[src/rtl/conv_17_sdiv_seq_pkg.sv]
// Shared definitions for the conv_17 sequential signed divider:
// FSM state encoding, default widths and quotient saturation limits.
package conv_17_div_pkg;

  typedef enum logic [1:0] {
    IDLE = 2'd0,
    CALC = 2'd1,
    FIX  = 2'd2,
    DONE = 2'd3
  } div_state_t;

  localparam int DEF_DIVIDEND_W = 24;
  localparam int DEF_DIVISOR_W  = 8;
  localparam int DEF_QUOTIENT_W = 16;

  // Magnitude of the saturation bound for a qw-bit signed quotient:
  // 2^(qw-1)-1 on the positive side, 2^(qw-1) on the negative side.
  function automatic longint unsigned quot_limit_mag(input int qw, input bit neg);
    return neg ? (64'd1 << (qw - 1)) : ((64'd1 << (qw - 1)) - 64'd1);
  endfunction

  localparam longint unsigned QUOT_POS_MAG = quot_limit_mag(DEF_QUOTIENT_W, 1'b0);
  localparam longint unsigned QUOT_NEG_MAG = quot_limit_mag(DEF_QUOTIENT_W, 1'b1);

endpackage

[src/rtl/conv_17_sdiv_seq_if.sv]
// Operand/result handshake bundle for the conv_17 sequential divider.
interface conv_17_sdiv_seq_if
  import conv_17_div_pkg::*;
#(
  parameter int DIVIDEND_W = DEF_DIVIDEND_W,
  parameter int DIVISOR_W  = DEF_DIVISOR_W,
  parameter int QUOTIENT_W = DEF_QUOTIENT_W
);

  logic                         din_valid;
  logic                         din_ready;
  logic signed [DIVIDEND_W-1:0] din0;
  logic signed [DIVISOR_W-1:0]  din1;
  logic                         dout_valid;
  logic                         dout_ready;
  logic signed [QUOTIENT_W-1:0] quot;
  logic signed [DIVISOR_W-1:0]  rem;
  logic                         div_by_zero;
  logic                         overflow;

  modport master (
    output din_valid, din0, din1, dout_ready,
    input  din_ready, dout_valid, quot, rem, div_by_zero, overflow
  );

  modport slave (
    input  din_valid, din0, din1, dout_ready,
    output din_ready, dout_valid, quot, rem, div_by_zero, overflow
  );

endinterface

[src/rtl/conv_17_sdiv_seq_core.sv]
// Unsigned restoring divider step: one quotient bit per enabled cycle.
// Holds the dividend shift register, partial remainder, quotient
// magnitude and the bit counter.
module conv_17_sdiv_seq_core #(
  parameter int DIVIDEND_W = 24,
  parameter int DIVISOR_W  = 8
) (
  input  logic                  clk,
  input  logic                  rst,
  input  logic                  load,
  input  logic                  step,
  input  logic [DIVIDEND_W-1:0] dvd_mag,
  input  logic [DIVISOR_W-1:0]  dvs_mag,
  output logic [DIVIDEND_W-1:0] quot_mag,
  output logic [DIVISOR_W-1:0]  rem_mag,
  output logic                  last
);

  localparam int CNT_W = (DIVIDEND_W > 1) ? $clog2(DIVIDEND_W) : 1;

  logic [DIVIDEND_W-1:0] dvd_sh;
  logic [DIVIDEND_W-1:0] qreg;
  logic [DIVISOR_W-1:0]  dvs;
  logic [DIVISOR_W:0]    prem;
  logic [CNT_W-1:0]      cnt;
  logic [DIVISOR_W+1:0]  shifted;
  logic [DIVISOR_W+1:0]  trial;

  // Bring down the next dividend bit and trial-subtract the divisor;
  // the extra top bit of trial acts as the borrow.
  always_comb begin
    shifted = {prem, dvd_sh[DIVIDEND_W-1]};
    trial   = shifted - {2'b00, dvs};
  end

  // Load operands, then iterate one restoring step per enabled cycle.
  always_ff @(posedge clk or posedge rst) begin
    if (rst) begin
      dvd_sh <= '0;
      qreg   <= '0;
      dvs    <= '0;
      prem   <= '0;
      cnt    <= '0;
    end else if (load) begin
      dvd_sh <= dvd_mag;
      qreg   <= '0;
      dvs    <= dvs_mag;
      prem   <= '0;
      cnt    <= CNT_W'(DIVIDEND_W - 1);
    end else if (step) begin
      dvd_sh <= {dvd_sh[DIVIDEND_W-2:0], 1'b0};
      if (!trial[DIVISOR_W+1]) begin
        prem <= trial[DIVISOR_W:0];
        qreg <= {qreg[DIVIDEND_W-2:0], 1'b1};
      end else begin
        prem <= shifted[DIVISOR_W:0];
        qreg <= {qreg[DIVIDEND_W-2:0], 1'b0};
      end
      if (cnt != '0) begin
        cnt <= cnt - CNT_W'(1);
      end
    end
  end

  assign quot_mag = qreg;
  assign rem_mag  = prem[DIVISOR_W-1:0];
  assign last     = (cnt == '0);

endmodule

[src/rtl/conv_17_sdiv_seq.sv]
// Sequential signed divider for the conv_17 datapath: rescales a signed
// accumulator by a signed 8-bit divisor. Holds the control FSM, sign
// handling, quotient saturation and the valid/ready handshakes.
module conv_17_sdiv_seq
  import conv_17_div_pkg::*;
#(
  parameter int DIVIDEND_W = DEF_DIVIDEND_W,
  parameter int DIVISOR_W  = DEF_DIVISOR_W,
  parameter int QUOTIENT_W = DEF_QUOTIENT_W
) (
  input logic               ap_clk,
  input logic               ap_rst,
  conv_17_sdiv_seq_if.slave bus
);

  localparam logic [DIVIDEND_W-1:0] POS_LIM =
    DIVIDEND_W'(quot_limit_mag(QUOTIENT_W, 1'b0));
  localparam logic [DIVIDEND_W-1:0] NEG_LIM =
    DIVIDEND_W'(quot_limit_mag(QUOTIENT_W, 1'b1));
  localparam logic signed [QUOTIENT_W-1:0] Q_MAX =
    QUOTIENT_W'(quot_limit_mag(QUOTIENT_W, 1'b0));
  localparam logic signed [QUOTIENT_W-1:0] Q_MIN =
    QUOTIENT_W'(quot_limit_mag(QUOTIENT_W, 1'b1));

  div_state_t state;
  div_state_t next;

  logic                         load;
  logic                         step;
  logic                         last;
  logic                         zero_div;
  logic                         sign_dvd;
  logic                         sign_dvs;
  logic [DIVIDEND_W-1:0]        dvd_mag;
  logic [DIVISOR_W-1:0]         dvs_mag;
  logic [DIVIDEND_W-1:0]        quot_mag;
  logic [DIVISOR_W-1:0]         rem_mag;
  logic signed [DIVISOR_W-1:0]  rem_s;
  logic signed [QUOTIENT_W-1:0] fix_quot;
  logic signed [DIVISOR_W-1:0]  fix_rem;
  logic                         fix_clip;
  logic signed [QUOTIENT_W-1:0] quot_r;
  logic signed [DIVISOR_W-1:0]  rem_r;
  logic                         dbz_r;
  logic                         ovf_r;
  logic                         din_ready_r;
  logic                         dout_valid_r;

  // Apply the sign to the unsigned quotient magnitude and clip it to the
  // signed QUOTIENT_W range; clipped reports whether the bound was hit.
  function automatic logic signed [QUOTIENT_W-1:0] sat_quot(
    input  logic [DIVIDEND_W-1:0] mag,
    input  logic                  neg,
    output logic                  clipped
  );
    logic signed [QUOTIENT_W-1:0] q;
    clipped = 1'b0;
    if (!neg) begin
      if (mag > POS_LIM) begin
        q       = Q_MAX;
        clipped = 1'b1;
      end else begin
        q = QUOTIENT_W'(mag);
      end
    end else begin
      if (mag > NEG_LIM) begin
        q       = Q_MIN;
        clipped = 1'b1;
      end else begin
        q = -(QUOTIENT_W'(mag));
      end
    end
    return q;
  endfunction

  // Operand magnitudes; the most negative value maps onto its unsigned
  // magnitude because the result width equals the operand width.
  always_comb begin
    dvd_mag  = bus.din0[DIVIDEND_W-1] ? -bus.din0 : bus.din0;
    dvs_mag  = bus.din1[DIVISOR_W-1]  ? -bus.din1 : bus.din1;
    zero_div = (bus.din1 == '0);
  end

  conv_17_sdiv_seq_core #(
    .DIVIDEND_W (DIVIDEND_W),
    .DIVISOR_W  (DIVISOR_W)
  ) u_core (
    .clk      (ap_clk),
    .rst      (ap_rst),
    .load     (load),
    .step     (step),
    .dvd_mag  (dvd_mag),
    .dvs_mag  (dvs_mag),
    .quot_mag (quot_mag),
    .rem_mag  (rem_mag),
    .last     (last)
  );

  // FSM state register.
  always_ff @(posedge ap_clk or posedge ap_rst) begin
    if (ap_rst) begin
      state <= IDLE;
    end else begin
      state <= next;
    end
  end

  // Next-state and core control; leaving DONE needs a completed output handshake.
  always_comb begin
    next = state;
    load = 1'b0;
    step = 1'b0;
    case (state)
      IDLE: begin
        if (bus.din_valid) begin
          load = 1'b1;
          next = zero_div ? DONE : CALC;
        end
      end
      CALC: begin
        step = 1'b1;
        if (last) begin
          next = FIX;
        end
      end
      FIX: begin
        next = DONE;
      end
      DONE: begin
        if (dout_valid_r && bus.dout_ready) begin
          next = IDLE;
        end
      end
      default: begin
        next = IDLE;
      end
    endcase
  end

  // Operand signs captured at acceptance, used when the result is fixed up.
  always_ff @(posedge ap_clk or posedge ap_rst) begin
    if (ap_rst) begin
      sign_dvd <= 1'b0;
      sign_dvs <= 1'b0;
    end else if (load) begin
      sign_dvd <= bus.din0[DIVIDEND_W-1];
      sign_dvs <= bus.din1[DIVISOR_W-1];
    end
  end

  // Signed result: quotient truncates toward zero, remainder follows the dividend.
  always_comb begin
    rem_s    = rem_mag;
    fix_clip = 1'b0;
    fix_quot = sat_quot(quot_mag, sign_dvd ^ sign_dvs, fix_clip);
    fix_rem  = sign_dvd ? -rem_s : rem_s;
  end

  // Result registers: written by the divide-by-zero shortcut or by FIX, then held.
  always_ff @(posedge ap_clk or posedge ap_rst) begin
    if (ap_rst) begin
      quot_r <= '0;
      rem_r  <= '0;
      dbz_r  <= 1'b0;
      ovf_r  <= 1'b0;
    end else if (load && zero_div) begin
      quot_r <= bus.din0[DIVIDEND_W-1] ? Q_MIN : Q_MAX;
      rem_r  <= '0;
      dbz_r  <= 1'b1;
      ovf_r  <= 1'b0;
    end else if (state == FIX) begin
      quot_r <= fix_quot;
      rem_r  <= fix_rem;
      dbz_r  <= 1'b0;
      ovf_r  <= fix_clip;
    end
  end

  // Handshake flags: results settle for one cycle in DONE before dout_valid rises.
  always_ff @(posedge ap_clk or posedge ap_rst) begin
    if (ap_rst) begin
      din_ready_r  <= 1'b1;
      dout_valid_r <= 1'b0;
    end else begin
      din_ready_r  <= (next == IDLE);
      dout_valid_r <= (state == DONE) && !(dout_valid_r && bus.dout_ready);
    end
  end

  assign bus.din_ready   = din_ready_r;
  assign bus.dout_valid  = dout_valid_r;
  assign bus.quot        = quot_r;
  assign bus.rem         = rem_r;
  assign bus.div_by_zero = dbz_r;
  assign bus.overflow    = ovf_r;

endmodule

[src/flat_wrapper.sv]
// flat-port wrapper written by rule: the top's interface ports become plain ports
module conv_17_sdiv_seq_flat import conv_17_div_pkg::*;
#(
  parameter int DIVIDEND_W = DEF_DIVIDEND_W,
  parameter int DIVISOR_W  = DEF_DIVISOR_W,
  parameter int QUOTIENT_W = DEF_QUOTIENT_W
)
  (ap_clk, ap_rst, bus_din_valid, bus_din0, bus_din1, bus_dout_ready, bus_din_ready, bus_dout_valid, bus_quot, bus_rem, bus_div_by_zero, bus_overflow);
  conv_17_sdiv_seq_if #(.DIVIDEND_W(DIVIDEND_W), .DIVISOR_W(DIVISOR_W), .QUOTIENT_W(QUOTIENT_W)) bus_i ();
  input logic ap_clk;
  input logic ap_rst;
  input wire logic [$bits(bus_i.din_valid)-1:0] bus_din_valid;
  input wire logic [$bits(bus_i.din0)-1:0] bus_din0;
  input wire logic [$bits(bus_i.din1)-1:0] bus_din1;
  input wire logic [$bits(bus_i.dout_ready)-1:0] bus_dout_ready;
  output wire logic [$bits(bus_i.din_ready)-1:0] bus_din_ready;
  output wire logic [$bits(bus_i.dout_valid)-1:0] bus_dout_valid;
  output wire logic [$bits(bus_i.quot)-1:0] bus_quot;
  output wire logic [$bits(bus_i.rem)-1:0] bus_rem;
  output wire logic [$bits(bus_i.div_by_zero)-1:0] bus_div_by_zero;
  output wire logic [$bits(bus_i.overflow)-1:0] bus_overflow;
  assign bus_i.din_valid = bus_din_valid;
  assign bus_i.din0 = bus_din0;
  assign bus_i.din1 = bus_din1;
  assign bus_i.dout_ready = bus_dout_ready;
  assign bus_din_ready = bus_i.din_ready;
  assign bus_dout_valid = bus_i.dout_valid;
  assign bus_quot = bus_i.quot;
  assign bus_rem = bus_i.rem;
  assign bus_div_by_zero = bus_i.div_by_zero;
  assign bus_overflow = bus_i.overflow;
  conv_17_sdiv_seq #(.DIVIDEND_W(DIVIDEND_W), .DIVISOR_W(DIVISOR_W), .QUOTIENT_W(QUOTIENT_W)) u_core (.ap_clk(ap_clk), .ap_rst(ap_rst), .bus(bus_i));
endmodule
[config.mk]
export PLATFORM = sky130hd
export DESIGN_NAME = conv_17_sdiv_seq_flat
export DESIGN_NICKNAME = d
export VERILOG_FILES = /design/src/rtl/conv_17_sdiv_seq_pkg.sv /design/src/rtl/conv_17_sdiv_seq_if.sv /design/src/rtl/conv_17_sdiv_seq_core.sv /design/src/rtl/conv_17_sdiv_seq.sv /design/src/flat_wrapper.sv
export SDC_FILE = /design/constraint.sdc
export NUM_CORES = 1
export LEC_CHECK = 0
export ABC_CLOCK_PERIOD_IN_PS = 4500
export BUFFER_PORTS_ARGS = -buffer_cell sky130_fd_sc_hd__buf_2
export CAP_MARGIN = 10
export CORE_ASPECT_RATIO = 2
export CORE_UTILIZATION = 40
export CTS_CLUSTER_DIAMETER = 30
export DETAILED_ROUTE_END_ITERATION = 8
export HOLD_SLACK_MARGIN = 0.05
export SETUP_SLACK_MARGIN = 0.1
export SKIP_LAST_GASP = 1
export SYNTH_ARGS = -nofsm -noshare
export SYNTH_HDL_FRONTEND = slang
export SYNTH_SLANG_ARGS = --single-unit
[constraint.sdc]
create_clock -name ap_clk -period 4.5 [get_ports ap_clk]
set_input_delay 0.225 -clock ap_clk [delete_from_list [all_inputs] [get_ports ap_clk]]
set_output_delay 0.225 -clock ap_clk [all_outputs]
set_load 0.02 [all_outputs]
==> results of run 1 <==
==> sequential cells by signal, summed over array words and instances, names as in the netlist <==
name and count:
u_core.sign_dvd 1, u_core.u_core.dvd_sh 24, u_core.bus.quot 16, u_core.u_core.prem 9, u_core.u_core.quot_mag 24, u_core.bus.dout_valid 1
u_core.state 2, u_core.sign_dvs 1, u_core.bus.din_ready 1, u_core.u_core.dvs 8, u_core.bus.rem 8, u_core.bus.div_by_zero 1
u_core.bus.overflow 1, u_core.u_core.cnt 5
==> final timing paths <==
kind	start	end	slack [ps]	cells past startpoint
setup / recovery	u_core.state[0]$_DFF_PP0_	u_core.bus.quot[11]$_DFFE_PP0P_	1560	7
hold / removal	ap_rst	u_core.u_core.dvd_sh[16]$_DFFE_PP0P_	50	2
setup reg to reg	u_core.state[0]$_DFF_PP0_	u_core.bus.quot[11]$_DFFE_PP0P_	1560	7
hold reg to reg	u_core.u_core.dvs[3]$_DFFE_PP0P_	u_core.u_core.dvs[3]$_DFFE_PP0P_	480	2
max in group asynchronous	ap_rst	u_core.u_core.prem[3]$_DFFE_PP0P_	3480	3
min in group ap_clk	bus_din1[0]	u_core.u_core.dvs[0]$_DFFE_PP0P_	160	3
==> cell usage in the layout (no fill, tap or decap), types with 3 or more instances in the layout <==
| master | count |
|---|---|
| a211oi_1 | 6 |
| a21o_1 | 5 |
| a21oi_1 | 26 |
| a221o_1 | 8 |
| a22o_1 | 22 |
| a22oi_1 | 17 |
| and3_1 | 5 |
| buf_2 | 63 |
| buf_4 | 5 |
| clkbuf_16 | 9 |
| dfrtp_1 | 101 |
| ha_1 | 14 |
| inv_1 | 26 |
| inv_6 | 3 |
| mux2i_1 | 9 |
| nand2_1 | 67 |
| nand2b_1 | 8 |
| nand3_1 | 12 |
| nand4_1 | 3 |
| nor2_1 | 20 |
| nor2b_1 | 5 |
| nor3_1 | 9 |
| nor4_1 | 10 |
| o211ai_1 | 7 |
| o21a_1 | 3 |
| o21ai_0 | 63 |
| o22ai_1 | 8 |
| o311ai_0 | 3 |
| o31ai_1 | 11 |
| o41ai_1 | 3 |
| or2_2 | 4 |
| or3_1 | 5 |
| or4_1 | 7 |
| or4_4 | 3 |
| xnor2_1 | 16 |
| xor2_1 | 27 |
==> worst max-delay path: cells and delay by family (launching register included) <==
kind	cells	cell delay [ps]
flip-flops	1	560
buffers and inverters	1	250
AO/OA/AOI/OAI	2	240
AND/OR/NAND/NOR	4	1800
==> metal layers <==
| layer | share of wire (%) | GRT usage [%] |
|---|---|---|
| met5 | 0 | 0 |
| met4 | 4.8 | 12.1 |
| met3 | 3.2 | 3.14 |
| met2 | 55 | 37.4 |
| met1 | 37 | 21.2 |
==> final cells by class <==
class	instances	area [um^2]	area share, %
multi-input cells	437	2900	44.9
flip-flops and latches	102	2550	39.5
repair buffers	69	358	5.54
clock buffers	11	243	3.76
well taps	189	236	3.66
inverters	27	104	1.61
clock inverters	5	63.8	0.987
==> logic make-up after synthesis <==
logic type                 count (synthesis)  share of synthesized area, %
AOI/OAI and AO/OA                        197                          23.5
xor gates and xnor gates                  43                          6.62
adders and majority gates                 15                          3.43
buffers and inverters                     63                          4.18
DFF                                      102                          44.9
muxes                                     11                          1.98
and+or+nand+nor                          171                          15.5
==> power by group <==
group	switching (W)	internal [W]
Combinational	0.00161	0.00109
Clock	0.000353	0.000453
Sequential	0.000399	0.00132
==> per-stage QoR <==
| stage | std cells | hold WS [ps] | cell area, um^2 |
|---|---|---|---|
| global placement | 823 | 455 | 6150 |
| detailed placement | 823 | 461 | 6150 |
| CTS | 839 | 84.9 | 6460 |
| global route | 840 | 135 | 6460 |
| floorplan | 602 | 397 | 5690 |
| finish | 840 | 45.4 | 6460 |
==> metrics.yaml, run 1 <==
timing:
  fmax_mhz: 340
  tns_ps: 0
  clock_skew_ps: 7.56
  tightest_slew_ps: 1170
  fin_crit_sh_pct: 65.4
  finalHoldViolations: 0
  max-slew-margin-rel_pct: 21.4
  rsz0062_at_grt: "no"
  setup_viol: 0
  finalCriticalPeriod_ps: 2940
  slew_viol_final: 0
  worst_slack_ps: 1560
setup_path:
  cpPeakStageDelay_ps: 760
  cp.required_ps: 4750
  cp_max_fo: 17
  path_cells: "nor2_1 > nand2_1 > nor4_2 > buf_4 > nor2b_1 > a211oi_1 > o21ai_0"
  worstPathArrival_ps: 3200
  cp-end-kind: "register"
  crit_slowest_cell: "nor2b_1"
  start_kind: "register"
  critPathKind: "register to register"
layout:
  drive_gt1_share_pct: 16.1
  fillers: 1390
  nNetsFinal: 697
  utilization_pct: 46.5
  num_antenna_cells: 0
  area_delta_synth_final_pct: 13.5
synthesis:
  yosysWarnings: 0
  synth.most_common_cell: "dfrtp_1"
  synth_top_area_share_pct: 44.4
  async_reset_ff_share_pct: 100
  ys_top_cells_by_area: "dfrtp_1 44%, o21ai_0 5.5%, nand2_1 4.4%, xor2_1 4.2%, a22o_1 3.4%"
  synth_fp_nets: 653
  synth_edf_count: 0
  synth_ff_type: "dfrtp_1"
  syn-cell-area_um2: 5690
  yosys-top-cells-count: "101 x dfrtp_1, 67 x nand2_1, 63 x o21ai_0, 31 x clkbuf_1"
  ys_types: 58
  avgSynthCellArea_um2: 9.46
  seq_area_frac_synth_pct: 44.9
  ys_ff_latch: 102
  syn_inst: 602
  synth_top_cell_by_area: "dfrtp_1"
drt:
  ant_nets: 0
  routed-via-count: 4773
  wl_per_cell_um: 16.7
  viasPerCell: 5.68
  first_pass_iters: 5
  drcViolationCount: 0
  wl_um: 14000
  drtIter0Drc: 235
power:
  p_leak_nw: 2.91
  power.density_nw_per_um2: 808
  ir_worst_vdd_v: 0.000522
  p_total_w: 0.00522
floorplanning:
  initial_utilization_pct: 41.0
  rows: 61
  die_h_um: 171
  core_um2: 13900
  boundaryPins: 64
  fp.dieW_um: 86.4
  dieArea_um2: 14700
global_route:
  overflow: 0
  grt_use_total_pct: 20.3
  grt_pass1_vias: 4877
  grt_first_pass_wirelength_um: 23400
  grt_max_degree: 70
  antenna_found_initial: 0
placement:
  dp_slack_ps: 1490
  io_buffer_count: 63
  place.gp.congestion: 0.943
  dp.final_hpwl_um: 10600
clock_network:
  cts_resized: 0
  clockBufferDepth: 2
  cts_setup_buffers: 0
  clock-sinks: 102
  hold_buffers: 0
  cts_root_buf: "clkbuf_16"
  clk_pin_slew_worst_paths_ps: 70
  cts_made_buffers: 9
  cts_max_level: 3
  cts_tree: "yes"
  clock_latency_ps: 350
run_status:
  outcome: "finished, final reports clean"
flow_run:
  maxCapViolCount: 0
hold_path:
  hold_class: "input port to async pin"
Power figures use the tool's default switching activity.
==> inputs of run 2 (changes only) <==
- ABC_CLOCK_PERIOD_IN_PS: 4500 -> 2800
- clock period: 4.5 -> 2.8 ns (I/O delays scaled with it)
==> run 2 against run 1 <==
Clock skew is 1.1 ps higher. Total power grew 66%. Cell area is 2.8% higher. Cell count is 2.1% higher. Setup slack got worse by 1200 ps. Sequential cell count did not move. Sequential power grew 55%. Clock power up 70%.
==> metrics.yaml, run 2 (synthesis gave the netlist of run 1 again) <==
setup_path:
  r2r_end: "u_core.u_core.prem[7]$_DFFE_PP0P_"
  critPathKind: "register to register"
  r2r_start: "u_core.u_core.prem[3]$_DFFE_PP0P_"
  start_kind: "register"
  cp.required_ps: 3000  # -1750 ps
  cp_max_fo: 6  # -11
  crit_start: "u_core.u_core.prem[3]$_DFFE_PP0P_"
  rr_worst_depth: 8  # +1
  rrSetupSlack_ps: 330  # -1230 ps
  worstPathArrival_ps: 2670  # -530 ps
  cp-end-kind: "register"
hold_path:
  hold_end: "u_core.u_core.dvd_sh[0]$_DFFE_PP0P_"
  hold_class: "input port to register"
  hold_depth: 3
  worstHoldStart: "bus_din0[0]"
drt:
  wl_per_cell_um: 16.6  # -0.85%
  wl_met3_um: 357  # -20%
  highest_layer: "met4"
  wl_um: 14200  # +1.3%
  ant_nets: 0  # unchanged
  met2WireLength_um: 7870  # +2.3%
  routed-via-count: 4803  # +0.63%
  viasPerCell: 5.60  # -1.5%
  drtIter0Drc: 233  # -0.85%
  wl_met1_um: 5530  # +6.0%
  first_pass_iters: 4  # -1
  drcViolationCount: 0  # unchanged
layout:
  num_antenna_cells: 0  # unchanged
  mostFrequentLayoutCells: "101 x dfrtp_1, 67 x nand2_1, 63 x o21ai_0, 63 x buf_2, 27 x xor2_1"
  utilization_pct: 47.8  # +1.3 points
  finalInstanceArea_um2: 6640  # +2.8%
  fillers: 1419  # +2.1%
  nNetsFinal: 715  # +2.6%
  area_delta_synth_final_pct: 16.7
  drive_gt1_share_pct: 18.4  # +2.3 points
  final_common_cell: "dfrtp_1"
placement:
  io_buffer_count: 63  # unchanged
  place.gp.congestion: 0.932  # -1.2%
  dp.final_hpwl_um: 10800  # +2.2%
  place_area_um2: 6300  # +2.4%
  dp_slack_ps: 339  # -1150 ps
floorplanning:
  core_um2: 13900  # unchanged
  boundaryPins: 64  # unchanged
  die_h_um: 171  # unchanged
  dieArea_um2: 14700  # unchanged
  rows: 61  # unchanged
  fp.dieW_um: 86.4  # unchanged
  initial_utilization_pct: 41.0  # unchanged
timing:
  fin_crit_sh_pct: 88.3  # +23 points
  rsz0062_at_grt: "no"
  tns_ps: 0  # unchanged
  finalCriticalPeriod_ps: 2470  # -470 ps
  setup_viol: 0  # unchanged
  tightest_slew_ps: 858  # -313 ps
  max-slew-margin-rel_pct: 42.6  # +21 points
  fmax_mhz: 404  # +19%
  clock_skew_ps: 8.65  # +1.09 ps
  worst_slack_ps: 326  # -1230 ps
  slew_viol_final: 0  # unchanged
  finalHoldViolations: 0  # unchanged
clock_network:
  clockBufferDepth: 2  # unchanged
  cts_root_buf: "clkbuf_16"
  cts_setup_buffers: 0  # unchanged
  cts_tree: "yes"
  cts_max_level: 3  # unchanged
  clk_pin_slew_worst_paths_ps: 70  # about the same
  clock-sinks: 102  # unchanged
  clock_latency_ps: 350  # about the same
  cts_made_buffers: 9  # unchanged
global_route:
  grt_first_pass_wirelength_um: 23500  # +0.23%
  antenna_found_initial: 0  # unchanged
  grt_max_degree: 40  # -43%
  grt_use_total_pct: 20.4  # +0.13 points
  grt_pass1_vias: 4783  # -1.9%
  overflow: 0  # unchanged
flow_run:
  maxCapViolCount: 0  # unchanged
power:
  ir_worst_vdd_v: 0.000642  # +23%
  p_leak_nw: 3.01  # +3.3%
  power.density_nw_per_um2: 1310  # +61%
  p_total_w: 0.00867  # +66%
run_status:
  outcome: "finished, final reports clean"
==> run 2: changes by cell type in the layout (fill, tap and decap cells not counted) <==
cell           previous run  this run
buf_4                     5        22
clkinvlp_4                1         3
inv_6                     3         1
buf_12                    0         1
bufinv_16                 1         2
clkbuf_1                  1         0
clkbuf_2                  1         0
clkinv_4                  0         1
dlygate4sd3_1             0         1
inv_4                     1         0
==> run 2: worst max path at each step <==
stage,slack (ps),endpoint,depth (start not counted)
after global placement,350,u_core.u_core.prem[6]$_DFFE_PP0P_,10
after CTS,360,u_core.u_core.prem[7]$_DFFE_PP0P_,8
after floorplan,480,u_core.u_core.prem[1]$_DFFE_PP0P_,7
final,330,u_core.u_core.prem[7]$_DFFE_PP0P_,8
after detailed placement,340,u_core.u_core.dvd_sh[17]$_DFFE_PP0P_,7
after global routing,140,u_core.u_core.prem[4]$_DFFE_PP0P_,8
==> run 2: critical path: stages, from the launching register on <==
cell and delay [ps]:
dfrtp_1 440, ha_1 360, o211ai_1 100, a21oi_1 220, a21oi_1 150, xnor2_1 490
buf_4 270, mux2i_1 190, o22ai_1 100
==> run 2: final cells by class <==
type	instances	area, um^2	area share, %
Clock buffer	10	239	3.60
Clock inverter	6	92.6	1.39
Inverter	27	105	1.58
Multi-Input combinational cell	437	2900	43.7
Sequential cell	102	2550	38.5
Tap cell	189	236	3.56
Timing Repair Buffer	87	510	7.69
==> run 2: repair_timing <==
item                                    in CTS  in global routing
endpoints found under the setup margin       0                  0
gates resized for setup                      0                  0
endpoints found under the hold margin       26                  0
hold buffers                                 1                  0
==> run 2: where the power goes <==
group / leakage (nW) / internal, W / switching [W]
sequential: 1.30 / 0.00213 / 0.000545
clock: 0.155 / 0.000812 / 0.000560
combinational: 1.55 / 0.00192 / 0.00270
==> run 2: per-stage QoR <==
| stage | instances | hold slack (ps) |
|---|---|---|
| after floorplan | 602 | 312 |
| after global placement | 841 | 277 |
| after detailed placement | 841 | 286 |
| after CTS | 858 | 78.7 |
| after global routing | 858 | 103 |
| final | 858 | 86.6 |
==> run 2: per-layer routing <==
layer	vias to the layer above	GRT usage (%)
met2	101	39.0
met1	2353	22.0
met4	0	8.48
li1	2323	-
met5	-	0
met3	26	2.75
